==> config.mk <==
export PLATFORM = sky130hd
export DESIGN_NAME = serial_subtractor
export DESIGN_NICKNAME = d
export VERILOG_FILES = /design/src/rtl/serial_subtractor.sv
export SDC_FILE = /design/constraint.sdc
export NUM_CORES = 1
export LEC_CHECK = 0
export CORE_AREA = 2 2 47 49
export CTS_BUF_LIST = sky130_fd_sc_hd__clkbuf_8
export CTS_CLUSTER_DIAMETER = 100
export DETAILED_ROUTE_END_ITERATION = 10
export DIE_AREA = 0 0 49 51
export PLACE_DENSITY = 0.81
export SYNTH_ARGS = -nofsm -noshare
export SYNTH_HDL_FRONTEND = slang
export SYNTH_SLANG_ARGS = --single-unit
==> constraint.sdc <==
create_clock -name clk -period 3.7 [get_ports clk]
set_input_delay 0.74 -clock clk [delete_from_list [all_inputs] [get_ports clk]]
set_output_delay 0.74 -clock clk [all_outputs]
set_load 0.05 [all_outputs]
==> src/rtl/serial_subtractor.sv <==
// serial_subtractor: bit-serial two's-complement subtractor.
// Computes diff = a - b - borrow_in one bit per clock, LSB first, through a
// single full-subtractor cell with a registered borrow. Operands are taken
// on an in_valid edge while idle; the result is offered with out_valid and
// held until out_ready.
//
// Ports:
//   clk        - clock, all state updates on rising edge
//   reset      - asynchronous active-high reset
//   in_valid   - operands presented
//   in_ready   - block can accept operands (IDLE)
//   a, b       - minuend, subtrahend (WIDTH bits)
//   borrow_in  - borrow subtracted at bit 0
//   out_valid  - result available (DONE)
//   out_ready  - consumer accepts result
//   diff       - a - b - borrow_in modulo 2^WIDTH
//   borrow_out - final borrow (unsigned a < b + borrow_in)
//   overflow   - signed overflow of the subtraction
//   busy       - high in RUN or DONE
module serial_subtractor #(
  parameter int WIDTH = 4
) (
  input  logic             clk,
  input  logic             reset,
  input  logic             in_valid,
  output logic             in_ready,
  input  logic [WIDTH-1:0] a,
  input  logic [WIDTH-1:0] b,
  input  logic             borrow_in,
  output logic             out_valid,
  input  logic             out_ready,
  output logic [WIDTH-1:0] diff,
  output logic             borrow_out,
  output logic             overflow,
  output logic             busy
);

  localparam int CW = $clog2(WIDTH);

  typedef enum logic [1:0] {IDLE, RUN, DONE} state_t;

  state_t             state_q, state_d;
  logic [WIDTH-1:0]   a_q, b_q;
  logic               br_q;
  logic [CW-1:0]      cnt_q;
  // Partial result: the low bit of the full shift register is never needed
  // before completion, so only the upper WIDTH-1 bits are stored.
  logic [WIDTH-1:1]   res_q;
  logic [WIDTH-1:0]   diff_q;
  logic               borrow_q;
  logic               ovf_q;

  logic               a_bit, b_bit, d_bit, br_next, last_bit;
  logic [WIDTH-1:0]   res_full;

  // Full-subtractor cell and shift-in of the current difference bit.
  always_comb begin
    a_bit    = a_q[cnt_q];
    b_bit    = b_q[cnt_q];
    d_bit    = a_bit ^ b_bit ^ br_q;
    br_next  = (~a_bit & b_bit) | (~(a_bit ^ b_bit) & br_q);
    res_full = {d_bit, res_q};
    last_bit = (cnt_q == CW'(WIDTH - 1));
  end

  // State register
  always_ff @(posedge clk or posedge reset) begin
    if (reset) begin
      state_q <= IDLE;
    end else begin
      state_q <= state_d;
    end
  end

  // Next-state logic
  always_comb begin
    state_d = state_q;
    case (state_q)
      IDLE:    if (in_valid)  state_d = RUN;
      RUN:     if (last_bit)  state_d = DONE;
      DONE:    if (out_ready) state_d = IDLE;
      default: state_d = IDLE;
    endcase
  end

  // Output logic
  always_comb begin
    in_ready   = (state_q == IDLE);
    out_valid  = (state_q == DONE);
    busy       = (state_q != IDLE);
    diff       = diff_q;
    borrow_out = borrow_q;
    overflow   = ovf_q;
  end

  // Datapath
  always_ff @(posedge clk or posedge reset) begin
    if (reset) begin
      a_q      <= '0;
      b_q      <= '0;
      br_q     <= 1'b0;
      cnt_q    <= '0;
      res_q    <= '0;
      diff_q   <= '0;
      borrow_q <= 1'b0;
      ovf_q    <= 1'b0;
    end else begin
      case (state_q)
        IDLE: begin
          if (in_valid) begin
            a_q   <= a;
            b_q   <= b;
            br_q  <= borrow_in;
            cnt_q <= '0;
          end
        end
        RUN: begin
          br_q  <= br_next;
          res_q <= res_full[WIDTH-1:1];
          cnt_q <= cnt_q + CW'(1);
          if (last_bit) begin
            // d_bit is the result MSB on the final bit.
            diff_q   <= res_full;
            borrow_q <= br_next;
            ovf_q    <= (a_q[WIDTH-1] != b_q[WIDTH-1]) && (d_bit != a_q[WIDTH-1]);
          end
        end
        default: ;
      endcase
    end
  end

endmodule

==> results.md <==
- Via count: between 600 and 700
- Synth unique cells: 23
- Fin util: roughly 62%
- Int Power: 797.8 uW
- Status: finished clean
- Sequential power share: a little over a third
- Endpoints failing setup: 0
- Nets: between 100 and 150
- WL final: roughly 1.7 mm
- WHS Endpoint: overflow$_DFFE_PP0P_
- Minimum clock period: 2.591 ns
- Diodes inserted: 0
- Worst skew pair latency: around 0.25 ns
- Syn Area/Cell: 13.83 um^2
- Core ar.: 2063 um^2
- CP arrival: 1.85 ns
- CTS tree: done
- Port bufs: 21
- M1 WL: a little under 800 um
- Met2 WL: 833 um
- Worst Hold Launch: overflow$_DFFE_PP0P_
- Pre-CTS WS: approximately 1.4 ns
- Reg2reg path depth: 6
- Clock power share: between 10% and 20%
- Max IR drop VDD: between 0.0006 and 0.0007 V
- DRT Pass-1 Iters: 4
- Multi-input gate area: ~420 um^2
- Crit end category: primary output
- Routability cong.: around 0.74
- Sequential element share of the synthesized area: 53.79%
- DR WL/cell: about 14 um
- Post-DP Area: between 1000 and 1500 um^2
- Slew Limit Fails: 0
- CTS Buf Count: 3
- R2r setup slk: around 1.6 ns
- Top cell type's share of synthesized area: ~54%
- Pwr Total: about 1300 uW
- Yosys top cell by area: dfrtp_1
- Flops & latches, synth: 22
- Synth Cell Area: 1023 um^2
- Antenna violations before repair: 0
- Tightest Pin Transition: 0.8157 ns
- Die ar.: between 2000 and 2500 um^2
- Min-delay worst type: flip-flop to flip-flop
- Period utilization: 70.03%
- Dpl hpwl: 1.279 mm
- DRC Markers: 0
- GRT Util Overall: between 10% and 20%
- Remaining Overflow, GRT: 0
- Critical R2R Capture: overflow$_DFFE_PP0P_
- CTS clock-pin slew for the worst setup and hold paths: roughly 0.080 ns
- Yosys Warn Count: 0
- Max-cap viol count: 0
- Standard-cell row count: 17
- Setup CP Type: flip-flop to primary output
- Final ANT Viol Nets: 0
- Largest buffer count on any clock path: 2
- Die width: 49 um
- Setup TNS: 0 ns
- Mapped Nets: between 80 and 90
- Commonest non-fill, non-tap cells in the layout: dfrtp_1 (22), clkdlybuf4s50_1 (21), mux2_4 (8)
- Starting density of the core: about half
- Max H-tree Level: 1
- Largest net degree at the start of global routing: 23
- Worst Hold Depth: 2
- Vias/cell: around 5
- Sw Pwr: around 530 uW
- Post-cts sizing count: 0
- CTS Sinks: 22
- Ranking of synthesized cells by area: dfrtp_1 (54%), mux2_4 (12%), mux2_2 (7.7%), mux4_2 (4.4%), buf_12 (2.0%)
- Worst setup SP type: flip-flop
- CTS Hold Bufs: 0
- Switching part of the total power: roughly 40%
- Die height: about 50 um
- Mapped Cells: 74
- Leading cell type in the layout, fill and taps excluded: dfrtp_1
- Final WS setup: ~1.1 ns
- Synth-to-layout area growth: 24.94%
- Worst EP required: 2.96 ns
- Clk root buf: clkbuf_8
- Share of cells above drive strength 1: 23.96%
- First-pass GRT wire length: roughly 2.8 mm
- Post-CTS setup buffers: 0
- Worst r2r src: cnt_q[0]$_DFFE_PP0P_
- Max-slew headroom: between 40% and 50%
- Unrepaired setup endpoints after global routing: no
- Iter 0 DRT Violations: 10
- Layout Cell Area excl Fill: between 1000 and 1500 um^2
- Hold Fails Final Rpt: 0
- Fin Clk Skew: roughly 0.0042 ns
- Top routing layer in use: met4
- Io pins: 22
- Fill cells: 170
- Power Dens Cells: 1041 nW/um^2
- Met3 wire length: between 80 and 90 um
- Vias in the first global route: about 630
- Fmax: 385.9 MHz
- Critical-path maximum fanout: 8
- Logic pwr share: 54.4%
- Storage element area: around 550 um^2
- LEAKAGE: roughly 0.00057 uW
==> layout make-up <==
| class | count | share of cell area, % |
|---|---|---|
| clock buffers | 3 | 3.229 |
| repair buffers | 21 | 16.44 |
| inverters | 6 | 1.761 |
| well taps | 28 | 2.740 |
| multi-input cells | 44 | 32.78 |
| flip-flops and latches | 22 | 43.05 |
==> power groups by stage <==
stage	logic (uW)	registers (uW)	clock network, uW
floorplan	484	542	0
global placement	711	460	0
detailed placement	727	469	0
CTS	735	464	140
global route	777	481	151
finish	724	464	143
==> per-layer routing <==
| metal | global-route usage, % | up-vias |
|---|---|---|
| li1 | - | 296 |
| met1 | 19.92 | 301 |
| met2 | 25.11 | 27 |
| met3 | 2.632 | 2 |
| met4 | 7.143 | 0 |
| met5 | 0 | - |
==> logic make-up (layout without fill, tap and decap cells) <==
| logic type | Yosys count | count (layout) | share of synthesized area [%] |
|---|---|---|---|
| flip-flops | 22 | 22 | 53.79 |
| buffers and inverters | 8 | 30 | 5.257 |
| AND/OR/NAND/NOR | 16 | 16 | 8.681 |
| multiplexers | 18 | 18 | 24.82 |
| adder cells (fa/ha/maj) | 2 | 2 | 3.178 |
| AO/OA/AOI/OAI | 8 | 8 | 4.279 |
==> state kept, by name, indices dropped and copies added, names as in the netlist <==
name and cells:
state_q 2, b_q 4, overflow 1, br_q 1, res_q 3, a_q 4, borrow_out 1, cnt_q 2
diff 4
==> through the flow <==
| step | cells | hold slack [ns] |
|---|---|---|
| global route | 124 | 0.5239 |
| global placement | 121 | 0.4654 |
| CTS | 124 | 0.4957 |
| detailed placement | 121 | 0.4801 |
| finish | 124 | 0.4872 |
| floorplan | 74 | 0.4764 |
==> synthesized netlist by cell type <==
master and n:
buf_6 1, and3b_1 1, and2_4 1, dfrtp_1 22
mux4_2 2, fa_1 1, mux2i_1 1, inv_1 5
nand3b_1 1, mux2_2 7, nand2_1 4, o21ai_0 4
nor3b_1 1, inv_2 1, or2b_1 1, nor2b_1 1
ha_1 1, o22a_1 1, or2_4 1, mux2_4 8
nor2_1 5, buf_12 1, a21oi_1 3
==> worst max-delay path, cell delays in order (launching register included) <==
cell	delay (ns)
dfrtp_1	0.46
or2_4	0.29
inv_2	0.06
clkdlybuf4s50_1	0.79
==> worst max-delay path by stage <==
stage                                 from              endpoint  slack, ns  cells past startpoint
global placement    state_q[0]$_DFFE_PP0P_              in_ready       1.41                      3
finish              state_q[0]$_DFFE_PP0P_              in_ready       1.11                      3
global route        state_q[1]$_DFFE_PP0P_             out_valid       1.04                      3
floorplan             cnt_q[0]$_DFFE_PP0P_  overflow$_DFFE_PP0P_       1.77                      5
CTS                 state_q[0]$_DFFE_PP0P_              in_ready       1.11                      3
detailed placement  state_q[0]$_DFFE_PP0P_              in_ready       1.39                      3
Power figures use the tool's default switching activity.
